### src/rtl/lsu_mem_adapter.sv
// Load/store adapter in front of memory_unit.
// Word-addressed memory, sub-word stores done as read-modify-write.
module lsu_mem_adapter #(
    parameter int ADDRSIZE = 16,
    parameter int WORDSIZE = 32
) (
    input  logic                clk,
    input  logic                rst_n,
    input  logic                req_valid,
    output logic                req_ready,
    input  logic                req_we,
    input  logic [1:0]          req_size,
    input  logic                req_unsigned,
    input  logic [31:0]         req_addr,
    input  logic [WORDSIZE-1:0] req_wdata,
    output logic                rsp_valid,
    output logic [WORDSIZE-1:0] rsp_rdata,
    output logic                rsp_err,
    output logic                mem_wren,
    output logic                mem_rden,
    output logic [ADDRSIZE-1:0] mem_addr,
    output logic [WORDSIZE-1:0] mem_d,
    input  logic [WORDSIZE-1:0] mem_q
);

    typedef enum logic [2:0] {
        S_IDLE,
        S_RD,
        S_CAP,
        S_WR,
        S_RESP
    } state_t;

    localparam logic [1:0] SZ_B = 2'b00;
    localparam logic [1:0] SZ_H = 2'b01;
    localparam logic [1:0] SZ_W = 2'b10;
    localparam logic [1:0] SZ_X = 2'b11;

    state_t              state_q, state_d;
    logic                we_q, we_d;
    logic [1:0]          size_q, size_d;
    logic                uns_q, uns_d;
    logic [1:0]          lane_q, lane_d;
    logic [ADDRSIZE-1:0] maddr_q, maddr_d;
    logic [WORDSIZE-1:0] mdata_q, mdata_d;
    logic                wren_q, wren_d;
    logic                rden_q, rden_d;
    logic                rvalid_q, rvalid_d;
    logic [WORDSIZE-1:0] rdata_q, rdata_d;
    logic                err_q, err_d;

    logic                req_bad;
    logic [7:0]          q_byte;
    logic [15:0]         q_half;
    logic [WORDSIZE-1:0] load_val;
    logic [WORDSIZE-1:0] merged;

    // Upper byte-address bits alias away by design.
    logic unused_addr_hi;
    assign unused_addr_hi = ^req_addr[31:ADDRSIZE+2];

    assign req_ready = (state_q == S_IDLE);
    assign rsp_valid = rvalid_q;
    assign rsp_rdata = rdata_q;
    assign rsp_err   = err_q;
    assign mem_wren  = wren_q;
    assign mem_rden  = rden_q;
    assign mem_addr  = maddr_q;
    assign mem_d     = mdata_q;

    // Illegal size or an access not aligned to its own size.
    always_comb begin
        req_bad = 1'b0;
        unique case (req_size)
            SZ_B: req_bad = 1'b0;
            SZ_H: req_bad = req_addr[0];
            SZ_W: req_bad = (req_addr[1:0] != 2'b00);
            SZ_X: req_bad = 1'b1;
            default: req_bad = 1'b1;
        endcase
    end

    // Lane extraction and extension of the returned word for loads.
    always_comb begin
        q_byte   = 8'h00;
        q_half   = lane_q[1] ? mem_q[31:16] : mem_q[15:0];
        load_val = mem_q;
        unique case (lane_q)
            2'd0: q_byte = mem_q[7:0];
            2'd1: q_byte = mem_q[15:8];
            2'd2: q_byte = mem_q[23:16];
            2'd3: q_byte = mem_q[31:24];
            default: q_byte = 8'h00;
        endcase
        unique case (size_q)
            SZ_B: load_val = uns_q ? {24'h0, q_byte}
                                   : {{24{q_byte[7]}}, q_byte};
            SZ_H: load_val = uns_q ? {16'h0, q_half}
                                   : {{16{q_half[15]}}, q_half};
            default: load_val = mem_q;
        endcase
    end

    // Splice the addressed byte/half of the store data into the old word.
    always_comb begin
        merged = mem_q;
        if (size_q == SZ_B) begin
            merged[{lane_q, 3'b000} +: 8] = mdata_q[7:0];
        end else if (size_q == SZ_H) begin
            if (lane_q[1]) merged[31:16] = mdata_q[15:0];
            else           merged[15:0]  = mdata_q[15:0];
        end
    end

    // Next-state and next-output logic of the request FSM.
    always_comb begin
        state_d  = state_q;
        we_d     = we_q;
        size_d   = size_q;
        uns_d    = uns_q;
        lane_d   = lane_q;
        maddr_d  = maddr_q;
        mdata_d  = mdata_q;
        wren_d   = 1'b0;
        rden_d   = 1'b0;
        rvalid_d = 1'b0;
        rdata_d  = rdata_q;
        err_d    = err_q;
        unique case (state_q)
            S_IDLE: begin
                if (req_valid) begin
                    we_d    = req_we;
                    size_d  = req_size;
                    uns_d   = req_unsigned;
                    lane_d  = req_addr[1:0];
                    maddr_d = req_addr[ADDRSIZE+1:2];
                    mdata_d = req_wdata;
                    rdata_d = '0;
                    err_d   = 1'b0;
                    if (req_bad) begin
                        err_d    = 1'b1;
                        rvalid_d = 1'b1;
                        state_d  = S_RESP;
                    end else if (req_we && req_size == SZ_W) begin
                        wren_d  = 1'b1;
                        state_d = S_WR;
                    end else begin
                        rden_d  = 1'b1;
                        state_d = S_RD;
                    end
                end
            end
            S_RD: begin
                state_d = S_CAP;
            end
            S_CAP: begin
                if (we_q) begin
                    mdata_d = merged;
                    wren_d  = 1'b1;
                    state_d = S_WR;
                end else begin
                    rdata_d  = load_val;
                    rvalid_d = 1'b1;
                    state_d  = S_RESP;
                end
            end
            S_WR: begin
                rvalid_d = 1'b1;
                state_d  = S_RESP;
            end
            S_RESP: begin
                state_d = S_IDLE;
            end
            default: begin
                state_d = S_IDLE;
            end
        endcase
    end

    // State and registered outputs; reset aborts any access in flight.
    always_ff @(posedge clk or negedge rst_n) begin
        if (!rst_n) begin
            state_q  <= S_IDLE;
            we_q     <= 1'b0;
            size_q   <= 2'b00;
            uns_q    <= 1'b0;
            lane_q   <= 2'b00;
            maddr_q  <= '0;
            mdata_q  <= '0;
            wren_q   <= 1'b0;
            rden_q   <= 1'b0;
            rvalid_q <= 1'b0;
            rdata_q  <= '0;
            err_q    <= 1'b0;
        end else begin
            state_q  <= state_d;
            we_q     <= we_d;
            size_q   <= size_d;
            uns_q    <= uns_d;
            lane_q   <= lane_d;
            maddr_q  <= maddr_d;
            mdata_q  <= mdata_d;
            wren_q   <= wren_d;
            rden_q   <= rden_d;
            rvalid_q <= rvalid_d;
            rdata_q  <= rdata_d;
            err_q    <= err_d;
        end
    end

endmodule

### config.mk
export PLATFORM = sky130hd
export DESIGN_NAME = lsu_mem_adapter
export DESIGN_NICKNAME = d
export VERILOG_FILES = /design/src/rtl/lsu_mem_adapter.sv
export SDC_FILE = /design/constraint.sdc
export NUM_CORES = 1
export LEC_CHECK = 0
export BUFFER_PORTS_ARGS = -buffer_cell sky130_fd_sc_hd__clkbuf_2
export CORE_ASPECT_RATIO = 1.1
export CORE_MARGIN = 4
export CORE_UTILIZATION = 49
export DETAILED_ROUTE_END_ITERATION = 8
export PLACE_DENSITY = 0.8
export SYNTH_ARGS = -nofsm -noshare
export SYNTH_HDL_FRONTEND = slang
export SYNTH_SLANG_ARGS = --single-unit
### constraint.sdc
create_clock -name clk -period 3.2 [get_ports clk]
set_clock_uncertainty 0.2 [all_clocks]
set_input_delay 0.48 -clock clk [delete_from_list [all_inputs] [get_ports clk]]
set_output_delay 0.48 -clock clk [all_outputs]
set_load 0.02 [all_outputs]
==> results of run 1 <==
==> registers in the layout (all words and copies together) (netlist names) <==
| signal | cells |
|---|---|
| we_q | 1 |
| state_q | 3 |
| rsp_rdata | 32 |
| lane_q | 2 |
| mem_wren | 1 |
| mem_rden | 1 |
| size_q | 2 |
| mem_addr | 16 |
| uns_q | 1 |
| rsp_valid | 1 |
| rsp_err | 1 |
| mem_d | 32 |
==> worst max-delay path, delay by kind of cell, from the launching register on <==
kind,cells,cell delay (ns)
flip-flops,1,0.50
AO/OA/AOI/OAI,1,0.31
AND/OR/NAND/NOR,3,1.63
==> through the flow <==
step	instances	setup WS (ns)	utilization [%]
finish	755	0.4954	62.94
global route	755	0.3498	62.94
CTS	755	0.5668	62.94
detailed placement	738	0.6271	60.98
global placement	738	0.7154	60.98
floorplan	475	0.3203	-
==> final cells by class <==
type | instances | area (um2) | share of cell area [%]
repair buffers | 189 | 1003 | 16.80
multi-input cells | 325 | 2263 | 37.89
clock buffers | 11 | 141.4 | 2.367
inverters | 15 | 56.30 | 0.9426
flip-flops and latches | 93 | 2327 | 38.96
clock inverters | 5 | 35.03 | 0.5865
well taps | 117 | 146.4 | 2.451
==> worst paths after layout <==
check	start	to	slack, ns	depth (start not counted)
max in group asynchronous	rst_n	mem_d[22]$_DFFE_PN0P_	1.67	3
worst min-delay path	req_unsigned	uns_q$_DFFE_PN0P_	0.12	2
worst min register to register	rsp_rdata[1]$_DFFE_PN0P_	rsp_rdata[1]$_DFFE_PN0P_	0.30	2
min in group asynchronous	rst_n	mem_addr[12]$_DFFE_PN0P_	0.46	2
worst max register to register	state_q[1]$_DFFE_PN0P_	rsp_rdata[20]$_DFFE_PN0P_	0.50	4
worst max-delay path	state_q[1]$_DFFE_PN0P_	rsp_rdata[20]$_DFFE_PN0P_	0.50	4
==> synth_stat cells (7+ instances only) <==
| cell type | n | area share (%) |
|---|---|---|
| sky130_fd_sc_hd__a221o_1 | 32 | 6.7 |
| sky130_fd_sc_hd__a221oi_1 | 15 | 2.7 |
| sky130_fd_sc_hd__a22oi_1 | 11 | 1.7 |
| sky130_fd_sc_hd__a31oi_1 | 25 | 3.3 |
| sky130_fd_sc_hd__clkbuf_1 | 36 | 2.8 |
| sky130_fd_sc_hd__dfrtp_1 | 93 | 48 |
| sky130_fd_sc_hd__inv_1 | 14 | 1.1 |
| sky130_fd_sc_hd__mux2_1 | 13 | 3.0 |
| sky130_fd_sc_hd__mux2i_1 | 8 | 1.7 |
| sky130_fd_sc_hd__nand2_1 | 47 | 3.7 |
| sky130_fd_sc_hd__nor2_1 | 39 | 3.0 |
| sky130_fd_sc_hd__nor2b_1 | 7 | 0.91 |
| sky130_fd_sc_hd__o2111ai_1 | 8 | 1.5 |
| sky130_fd_sc_hd__o211ai_1 | 14 | 2.2 |
| sky130_fd_sc_hd__o21ai_0 | 19 | 2.0 |
| sky130_fd_sc_hd__o22ai_1 | 8 | 1.0 |
| sky130_fd_sc_hd__o31ai_1 | 11 | 1.7 |
| sky130_fd_sc_hd__or2_2 | 8 | 1.0 |
==> metal layers <==
| metal | vias up | global-route usage, % | part of all wire, % |
|---|---|---|---|
| li1 | 2130 | - | - |
| met1 | 2339 | 37.49 | 39 |
| met2 | 288 | 41.86 | 49 |
| met3 | 35 | 5.576 | 9.7 |
| met4 | 0 | 11.46 | 2.5 |
| met5 | - | 0 | 0 |
==> repair_timing <==
item	4_1_cts	5_1_grt
hold buffers	1	0
endpoints found under the hold margin	45	0
buffers inserted	0	0
gates resized for setup	0	0
==> power by group <==
group	switching, mW	internal (mW)
Clock	0.428	0.306
Sequential	0.428	1.69
Combinational	2.16	1.25
==> logic make-up (layout without fill, tap and decap cells) <==
| kind of cell | Yosys count | count (layout) | share of synthesized area [%] |
|---|---|---|---|
| compound gates | 171 | 171 | 27.76 |
| simple gates | 122 | 122 | 11.71 |
| flops | 93 | 93 | 48.39 |
| buf+inv | 57 | 220 | 4.734 |
| mux | 27 | 27 | 6.113 |
| fa+ha+maj | 5 | 5 | 1.301 |
==> out/qor.tcl, run 1 <==
set qor(run_status) {finished, final reports clean}
set qor(critPathMaxFanout) 16
set qor(timing.hold.ws_ns) 0.1169
set qor(height_of_the_chip_um) 111.9
set qor(synthesis.area_per_instance_um2) 10.13
set qor(areaGrowthSynthToFinish_pct) 24.19
set qor(cts-htree-levels) 3
set qor(drt-vias-per-instance) 6.347
set qor(final_cell_area_mm2) 0.005973
set qor(totalWireLength_um) 15550
set qor(worstPathRequired_ns) 3.31
set qor(grt_first_pass_wirelength_um) 24450
set qor(finalSetupViolCount) 0
set qor(drive_above_1_share_pct) 34.64
set qor(final_antenna_net_count) 0
set qor(power.density_cell_area_mw_per_mm2) 1048
set qor(start_util_pct) 50.68
set qor(number_of_buffers_inserted_during_clock_tree_synthesis) 9
set qor(worstPathCellList) {nor2b_1, nand2_1, nor2_1, a221o_1}
set qor(coreArea_mm2) 0.009490
set qor(synth_warnings) 0
set qor(cts_tree) {yes}
set qor(antenna_cells) 0
set qor(proportion_of_synthesized_chip_area_in_sequential_cells_pct) 48.39
set qor(synth_edf_count) 0
set qor(clock_pin_slew_of_the_registers_on_the_worst_case_setup_and_hold_paths_ns) 0.09
set qor(grt-ovfl-total) 0
set qor(placedInstanceArea_mm2) 0.005787
set qor(worst_setup_path_end_kind) {register}
set qor(worst_pin_slew_ns) 1.091
set qor(worstSetupPathType) {register to register}
set qor(cts.sink_count) 93
set qor(fill_cells) 809
set qor(wire_per_inst_um) 20.60
set qor(startpoint_type) {register}
set qor(critical_path_arrival_ns) 2.81
set qor(grt_pass1_vias) 4683
set qor(synth-seq-cells) 93
set qor(setup_tns_final_ns) 0
set qor(hold_crit_path_type) {primary input to register}
set qor(min_period_ns) 2.705
set qor(grt_util_all_layers_pct) 27.34
set qor(fin_crit_share_pct) 84.52
set qor(floorplan.die_area_mm2) 0.01147
set qor(drt_first_pass_iters) 6
set qor(max_cap_viol_count) 0
set qor(detailedRoute.firstIterationViolations) 454
set qor(grt_max_degree) 49
set qor(port_buffers) 173
set qor(mapped_nets) 583
set qor(crit_path_top_delay_cell) {sky130_fd_sc_hd__nor2_1}
set qor(ys.flop_type) {sky130_fd_sc_hd__dfrtp_1}
set qor(grt_setup_unrepaired) {no}
set qor(post_synth_num_cell_types) 51
set qor(layout_commonest_cell) {sky130_fd_sc_hd__clkbuf_2}
set qor(antenna_found_initial) 0
set qor(finalPower_mw) 6.262
set qor(vias) 4792
set qor(clock.fmax_mhz) 369.7
set qor(max_ir_drop_vdd_mv) 0.4756
set qor(final-max-slew-violation-count) 0
set qor(ios) 188
set qor(netlist_area_mm2) 0.004810
set qor(net_total_in_the_final_layout) 741
set qor(timing.max_slew.rel_slack_pct) 27.00
set qor(slowest_delay_ns) 0.97
set qor(cts-root-to-sink-buffers) 2
set qor(syn-instance-count) 475
set qor(post-route-drc-count) 0
set qor(routability_congestion) 0.9470
set qor(hpwl_um) 11500
set qor(rows) 37
set qor(asr_flop_ratio_synth_pct) 100.0
set qor(final_cell_mix) {sky130_fd_sc_hd__clkbuf_2 (172), sky130_fd_sc_hd__dfrtp_1 (93), sky130_fd_sc_hd__nand2_1 (47)}
set qor(clock_tree.root_cell) {sky130_fd_sc_hd__clkbuf_8}
set qor(report.final.hold_viol_count) 0
set qor(worst_skew_pair.late_latency_ns) 0.37
set qor(chipWidth_um) 102.5
set qor(power.leakage_nw) 2.870
Power figures use the tool's default switching activity.
==> run 2, diff against run 1 <==
ABC_AREA = 1   (was default)
CORE_UTILIZATION = 52   (was 49)
PLACE_DENSITY = 0.82   (was 0.8)
clock period = 2.5 ns   (was 3.2 ns; I/O delays follow)
==> run 2 against run 1 <==
Net effect: utilization increased by 3.2 points; clock-buffer cell count fell by 1; synthesized cell count is 79% higher; maximum frequency rose by 27%; register-to-register slack worse by 0.13 ns; critical path type unchanged; largest cell class is now multi-input combinational cells; highest routed layer unchanged; combinational power up 56%; total power grew 52%; sequential power increased by 29%; flip-flop and latch count unchanged; via count increased by 28%.
==> out/qor.tcl, run 2 <==
set qor(pwr-share-clk_pct) 15.6 ;# +3.9 points
set qor(post-route-drc-count) 0 ;# unchanged
set qor(yosys.cell_count.top_type) {sky130_fd_sc_hd__nand2_1}
set qor(power.leakage_nw) 4.107 ;# +43%
set qor(run_status) {finished, final reports clean}
set qor(combinationalPowerShare_pct) 55.8 ;# +1.3 points
set qor(cts.sink_count) 93 ;# unchanged
set qor(mapped_nets) 960 ;# +65%
set qor(totalWireLength_um) 18270 ;# +17%
set qor(clock.fmax_mhz) 468.5 ;# +27%
set qor(critPathMaxFanout) 14 ;# -2
set qor(p_sw_mw) 4.810 ;# +59%
set qor(post-route-util_pct) 66.17 ;# +3.2 points
set qor(synth_edf_count) 0 ;# unchanged
set qor(yosys-top-cells-area) {sky130_fd_sc_hd__dfrtp_1 (41%), sky130_fd_sc_hd__nand2_1 (26%), sky130_fd_sc_hd__nand3_1 (7.0%)}
set qor(antenna_found_initial) 0 ;# unchanged
set qor(max_cap_viol_count) 0 ;# unchanged
set qor(grt_first_pass_wirelength_um) 29480 ;# +21%
set qor(fin_ws_ns) 0.3655 ;# -0.1299 ns
set qor(drive_above_1_share_pct) 23.21 ;# -11 points
set qor(post-cts-setup-buffer-count) 0 ;# unchanged
set qor(timing.reg2reg.setup_slack_ns) 0.37 ;# -0.13 ns
set qor(ios) 188 ;# unchanged
set qor(floorplan.die_area_mm2) 0.01273 ;# +11%
set qor(cts_tree) {yes}
set qor(wire_per_inst_um) 15.70 ;# -24%
set qor(chipWidth_um) 107.9 ;# +5.3%
set qor(place_ws_ns) 0.4138 ;# -0.2133 ns
set qor(cts-htree-levels) 3 ;# unchanged
set qor(worstSetupPathType) {register to register}
set qor(max_ir_drop_vdd_mv) 0.8870 ;# +86%
set qor(globalRoute.busiestLayer) {met2}
set qor(drt-vias-per-instance) 5.283 ;# -17%
set qor(final-max-slew-violation-count) 0 ;# unchanged
set qor(rows) 39 ;# +5.4%
set qor(power.share.switching_pct) 50.50 ;# +2.3 points
set qor(worst_skew_pair.late_latency_ns) 0.35 ;# -0.02 ns
set qor(hold_crit_path_type) {primary input to register}
set qor(cell_type_contributing_the_most_total_cell_area_after_synthesis) {sky130_fd_sc_hd__dfrtp_1}
set qor(clock_pin_slew_of_the_registers_on_the_worst_case_setup_and_hold_paths_ns) 0.07 ;# -0.02 ns
set qor(placedCellCount) 1148 ;# +56%
set qor(met2_use_gr_pct) 46.54 ;# +4.7 points
set qor(grt_setup_unrepaired) {no}
set qor(report.final.hold_viol_count) 0 ;# unchanged
set qor(detailedRoute.firstIterationViolations) 480 ;# +5.7%
set qor(net_total_in_the_final_layout) 1125 ;# +52%
set qor(routability_congestion) 1.001 ;# +5.7%
set qor(grt_max_degree) 36 ;# -27%
set qor(synth-seq-cells) 93 ;# unchanged
set qor(netlist_area_mm2) 0.005712 ;# +19%
set qor(hold_buffer_count_at_cts) 1 ;# unchanged
set qor(placedInstanceArea_mm2) 0.006650 ;# +15%
set qor(drt_first_pass_iters) 6 ;# unchanged
set qor(proportion_of_synthesized_chip_area_in_sequential_cells_pct) 40.74 ;# -7.6 points
set qor(globalRouteMet1Util_pct) 38.47 ;# +0.97 points
set qor(timing.rr.start) {lane_q[1]$_DFFE_PN0P_}
set qor(cts-resized-gates) 0 ;# unchanged
set qor(coreArea_mm2) 0.01054 ;# +11%
set qor(grt_util_all_layers_pct) 29.08 ;# +1.7 points
set qor(height_of_the_chip_um) 117.9 ;# +5.4%
set qor(layout_commonest_cell) {sky130_fd_sc_hd__nand2_1}
set qor(grt-ovfl-total) 0 ;# unchanged
set qor(grt_pass1_vias) 5869 ;# +25%
set qor(min_period_ns) 2.134 ;# -0.5701 ns
set qor(final_cell_mix) {sky130_fd_sc_hd__nand2_1 (400), sky130_fd_sc_hd__clkbuf_2 (172), sky130_fd_sc_hd__dfrtp_1 (93)}
set qor(internal-power_mw) 4.714 ;# +45%
set qor(timing.max_slew.rel_slack_pct) 57.81 ;# +31 points
set qor(clock_tree.root_cell) {sky130_fd_sc_hd__clkbuf_16}
set qor(hpwl_um) 13880 ;# +21%
set qor(share_of_the_synthesized_area_in_the_top_cell_type_pct) 40.74 ;# -7.6 points
set qor(setup_tns_final_ns) 0 ;# unchanged
set qor(start_util_pct) 54.19 ;# +3.5 points
set qor(worstPathRequired_ns) 2.58 ;# -0.73 ns
set qor(vias) 6149 ;# +28%
set qor(synth_warnings) 0 ;# unchanged
set qor(finalSetupViolCount) 0 ;# unchanged
set qor(power.density_cell_area_mw_per_mm2) 1366 ;# +30%
set qor(final_antenna_net_count) 0 ;# unchanged
set qor(finalPower_mw) 9.524 ;# +52%
set qor(worst_pin_slew_ns) 0.6311 ;# -0.4599 ns
set qor(timing.hold.ws_ns) 0.01281 ;# -0.1041 ns
set qor(number_of_buffers_inserted_during_clock_tree_synthesis) 9 ;# unchanged
set qor(cts-root-to-sink-buffers) 2 ;# unchanged
set qor(final_cell_area_mm2) 0.006974 ;# +17%
set qor(worst_setup_path_end_kind) {register}
set qor(ys.flop_type) {sky130_fd_sc_hd__dfrtp_1}
set qor(fin_crit_share_pct) 85.38 ;# +0.86 points
set qor(areaGrowthSynthToFinish_pct) 22.10
set qor(power.share.sequential_pct) 28.6 ;# -5.2 points
set qor(gr-usage-met3_pct) 5.924 ;# +0.35 points
set qor(post_synth_num_cell_types) 29 ;# -43%
set qor(synthesis.area_per_instance_um2) 6.704 ;# -34%
set qor(worstSetupStartpoint) {lane_q[1]$_DFFE_PN0P_}
set qor(port_buffers) 173 ;# unchanged
set qor(holdCritStartpoint) {req_addr[3]}
set qor(antenna_cells) 0 ;# unchanged
set qor(asr_flop_ratio_synth_pct) 100.0 ;# unchanged
set qor(critical_path_arrival_ns) 2.22 ;# -0.59 ns
set qor(startpoint_type) {register}
set qor(final-instance-count-excl-fill) 1164 ;# +54%
set qor(netlist_top_cells_count) {sky130_fd_sc_hd__nand2_1 (400), sky130_fd_sc_hd__dfrtp_1 (93), sky130_fd_sc_hd__nand3_1 (80), sky130_fd_sc_hd__inv_1 (64), sky130_fd_sc_hd__a21oi_1 (53)}
set qor(syn-instance-count) 852 ;# +79%
-- run 2: changes by cell type after synthesis, sizes merged, moves of 12 or more --
cell | previous run | this run
inv | 14 | 69
a21oi | 4 | 54
mux2 | 19 | 0
buf | 6 | 34
nand2 | 47 | 409
a221oi | 15 | 0
nor2 | 39 | 51
a221o | 32 | 0
clkbuf | 36 | 6
nand3 | 2 | 83
a31oi | 25 | 0
-- run 2: kinds of logic (layout without fill, tap and decap cells) --
group / Yosys count / in the layout / synth area share, %
and+or+nand+nor: 561 / 561 / 41.29
AOI/OAI and AO/OA: 83 / 83 / 7.514
DFF: 93 / 93 / 40.74
buffers and inverters: 110 / 279 / 9.354
adders and majority gates: 5 / 5 / 1.095
-- run 2: path summary, 6_finish.rpt --
kind,depth (start not counted),end
worst max-delay path,9,mem_d[19]$_DFFE_PN0P_
worst min-delay path,3,mem_addr[1]$_DFFE_PN0P_
worst max register to register,9,mem_d[19]$_DFFE_PN0P_
worst min register to register,2,rsp_rdata[18]$_DFFE_PN0P_
max in group asynchronous,3,mem_addr[7]$_DFFE_PN0P_
min in group asynchronous,2,mem_d[26]$_DFFE_PN0P_
-- run 2: cell type report --
class	instances	area [um2]
clock buffers	10	229.0
clock inverters	5	85.08
fillers	992	3566
inverters	70	262.8
multi-input cells	649	2850
flip-flops and latches	93	2327
well taps	143	178.9
repair buffers	194	1041
-- run 2: worst max-delay path, stage by stage, from the launching register on --
cell and delay (ns):
sky130_fd_sc_hd__dfrtp_1 0.38, sky130_fd_sc_hd__buf_4 0.21, sky130_fd_sc_hd__ha_1 0.31, sky130_fd_sc_hd__inv_2 0.07
sky130_fd_sc_hd__nor2_1 0.27, sky130_fd_sc_hd__buf_4 0.20, sky130_fd_sc_hd__nand3_1 0.07, sky130_fd_sc_hd__nand2_1 0.08
sky130_fd_sc_hd__nand3_1 0.12, sky130_fd_sc_hd__a21oi_1 0.17
-- run 2: routing by layer --
layer	up-vias	routed length (um)
li1	2994	-
met1	2770	7264
met2	328	8573
met3	57	1801
met4	0	632
met5	-	0
-- run 2: power groups by stage --
stage | Sequential [mW] | Clock [mW] | Combinational [mW]
global placement | 2.71 | 0 | 5.18
floorplan | 3.40 | 0 | 3.05
global route | 2.81 | 1.56 | 5.87
CTS | 2.72 | 1.49 | 5.30
finish | 2.73 | 1.49 | 5.31
detailed placement | 2.73 | 0 | 5.27
==> run 3, diff against run 2 <==
clock period = 2 ns   (was 2.5 ns; I/O delays follow)
==> run 3 against run 2 <==
Net effect: clock-buffer cell count stayed put; final cell count is 3.2% higher; first-iteration DRC count is 4.2% higher; sequential share of layout area is 1.8 points lower; combinational power is 34% higher; largest cell class unchanged; largest power group unchanged.
==> out/qor.tcl, run 3 (synthesis gave the netlist of run 2 again) <==
set qor(worstPathRequired_ns) 1.50 ;# -1.08 ns
set qor(post-cts-setup-buffer-count) 0 ;# unchanged
set qor(reg2regPathDepth) 9 ;# unchanged
set qor(worstPathCellList) {inv_2, nand2_1, nor2_4, clkbuf_2}
set qor(report.final.hold_viol_count) 0 ;# unchanged
set qor(grt-ovfl-total) 0 ;# unchanged
set qor(areaGrowthSynthToFinish_pct) 29.18
set qor(rows) 39 ;# unchanged
set qor(drt_first_pass_iters) 5 ;# -1
set qor(timing.critical_path.depth) 4 ;# -5
set qor(max_cap_viol_count) 0 ;# unchanged
set qor(routability_congestion) 0.9619 ;# -3.9%
set qor(run_status) {finished, final reports clean}
set qor(rr_endpoint) {mem_d[25]$_DFFE_PN0P_}
set qor(max_ir_drop_vdd_mv) 1.091 ;# +23%
set qor(worst_skew_pair.late_latency_ns) 0.34 ;# about the same
set qor(fin_crit_share_pct) 96.77
set qor(worst_pin_slew_ns) 0.3771 ;# -0.2539 ns
set qor(holdCritStartpoint) {req_addr[1]}
set qor(start_util_pct) 54.19 ;# unchanged
set qor(post-route-util_pct) 70.00 ;# +3.8 points
set qor(min_period_ns) 1.935
set qor(worst_path_dominant_cell_family) {flip-flops}
set qor(globalRoute.busiestLayer) {met2}
set qor(critPathMaxFanout) 5 ;# -9
set qor(antenna_found_initial) 0 ;# unchanged
set qor(cts-root-to-sink-buffers) 2 ;# unchanged
set qor(startpoint_type) {register}
set qor(critical_path_arrival_ns) 1.44 ;# -0.78 ns
set qor(drt-vias-per-instance) 5.234 ;# -0.92%
set qor(post-route-drc-count) 0 ;# unchanged
set qor(grt_setup_unrepaired) {no}
set qor(fin_ws_ns) 0.06464 ;# -0.3009 ns
set qor(hold_crit_path_type) {primary input to register}
set qor(chipWidth_um) 107.9 ;# unchanged
set qor(crit_path_top_delay_cell) {sky130_fd_sc_hd__dfrtp_1}
set qor(grt_util_all_layers_pct) 29.87 ;# +0.80 points
set qor(timing.rr.start) {size_q[0]$_DFFE_PN0P_}
set qor(coreArea_mm2) 0.01054 ;# unchanged
set qor(worstSetupStartpoint) {state_q[0]$_DFFE_PN0P_}
set qor(final_cell_mix) {sky130_fd_sc_hd__nand2_1 (400), sky130_fd_sc_hd__clkbuf_2 (172), sky130_fd_sc_hd__dfrtp_1 (92)}
set qor(detailedRoute.firstIterationViolations) 500 ;# +4.2%
set qor(totalWireLength_um) 19070 ;# +4.4%
set qor(net_total_in_the_final_layout) 1161 ;# +3.2%
set qor(height_of_the_chip_um) 117.9 ;# unchanged
set qor(port_buffers) 173 ;# unchanged
set qor(clock_pin_slew_of_the_registers_on_the_worst_case_setup_and_hold_paths_ns) 0.07 ;# about the same
set qor(clock.fmax_mhz) 516.7
set qor(timing.max_slew.rel_slack_pct) 74.86 ;# +17 points
set qor(grt_pass1_vias) 5933 ;# +1.1%
set qor(gr-usage-met3_pct) 5.376 ;# -0.55 points
set qor(worst_setup_path_end_kind) {primary output}
set qor(power.density_cell_area_mw_per_mm2) 1696 ;# +24%
set qor(timing.reg2reg.setup_slack_ns) 0.09 ;# -0.28 ns
set qor(final-max-slew-violation-count) 0 ;# unchanged
set qor(ios) 188 ;# unchanged
set qor(met2_use_gr_pct) 48.25 ;# +1.7 points
set qor(floorplan.die_area_mm2) 0.01273 ;# unchanged
set qor(finalSetupViolCount) 0 ;# unchanged
set qor(grt_first_pass_wirelength_um) 30280 ;# +2.7%
set qor(cts-htree-levels) 3 ;# unchanged
set qor(clock_tree.root_cell) {sky130_fd_sc_hd__clkbuf_16}
set qor(wire_per_inst_um) 15.88 ;# +1.2%
set qor(antenna_cells) 0 ;# unchanged
set qor(cts_tree) {yes}
set qor(setup_tns_final_ns) 0 ;# unchanged
set qor(slowest_delay_ns) 0.48 ;# +0.10 ns
set qor(cts.sink_count) 93 ;# unchanged
set qor(power.leakage_nw) 4.301 ;# +4.7%
set qor(grt_max_degree) 58 ;# +61%
set qor(final_antenna_net_count) 0 ;# unchanged
set qor(critical_path_endpoint) {req_ready}
set qor(worstPathBufferInverterCount) 2 ;# -1
set qor(number_of_buffers_inserted_during_clock_tree_synthesis) 9 ;# unchanged
set qor(worstSetupPathType) {register to primary output}
set qor(layout_commonest_cell) {sky130_fd_sc_hd__nand2_1}
set qor(drive_above_1_share_pct) 24.95 ;# +1.7 points
set qor(place_ws_ns) 0.09823 ;# -0.3155 ns
set qor(hpwl_um) 14240 ;# +2.5%
set qor(vias) 6286 ;# +2.2%
set qor(globalRouteMet1Util_pct) 39.45 ;# +0.98 points
-- run 3: changes by cell type in the layout (fill, tap and decap cells not counted), moves of 2 or more --
cell                            previous run  this run
sky130_fd_sc_hd__inv_2                     5         7
sky130_fd_sc_hd__dlygate4sd3_1             1        18
sky130_fd_sc_hd__buf_4                    20        33
sky130_fd_sc_hd__inv_1                    64        61
sky130_fd_sc_hd__inv_6                     1         3
sky130_fd_sc_hd__buf_12                    1         6
-- run 3: routing by layer --
layer  wire [um]  vias to the layer above  share of wire, %
li1            -                     3070                 -
met1        7768                     2835                41
met2        8946                      319                47
met3        1602                       62               8.4
met4         754                        0               4.0
met5           0                        -                 0
-- run 3: power breakdown --
part	switching, mW	internal [mW]	total, mW	leakage [nW]
Combinational	4.71	2.42	7.13	2.96
Clock	0.781	1.14	1.92	0.164
Sequential	0.708	2.75	3.46	1.18
Total	6.20	6.32	12.5	4.30
-- run 3: per-stage QoR --
step / power [mW] / cell area, um2 / hold slack [ns] / cells
6_report: 12.52 / 7378 / 0.02703 / 1201
5_1_grt: 13.45 / 7378 / 0.04057 / 1201
4_1_cts: 12.43 / 7366 / 0.02382 / 1200
3_5_place_dp: 10.46 / 6855 / 0.03996 / 1166
3_3_place_gp: 10.32 / 6855 / 0.03608 / 1166
2_1_floorplan: 8.159 / 5753 / -0.1956 / 852
-- run 3: worst min-delay path, delay by kind of cell --
kind,cells,cell delay (ns)
buf+inv,2,0.15
compound gates,1,0.08
-- run 3: cell type report --
class,instances,area (um2)
clock buffer,10,239.0
clock inverter,6,91.34
fill,943,3162
inverter,70,265.3
multi-input combinational,650,2867
sequential,93,2328
tap,143,178.9
timing repair buffer,229,1409
-- run 3: worst min path at each step --
stage	slack (ns)	to	depth (start not counted)
2_1_floorplan	-0.20	lane_q[0]$_DFFE_PN0P_	0
3_3_place_gp	0.04	mem_d[29]$_DFFE_PN0P_	1
3_5_place_dp	0.04	mem_d[29]$_DFFE_PN0P_	1
4_1_cts	0.02	mem_rden$_DFF_PN0_	3
5_1_grt	0.04	mem_rden$_DFF_PN0_	3
6_report	0.03	lane_q[1]$_DFFE_PN0P_	3
-- run 3: repair_timing --
item,4_1_cts,5_1_grt
hold buffers,18,0
endpoints found under the hold margin,44,0
resized for setup,0,3
setup endpoints to repair,0,11
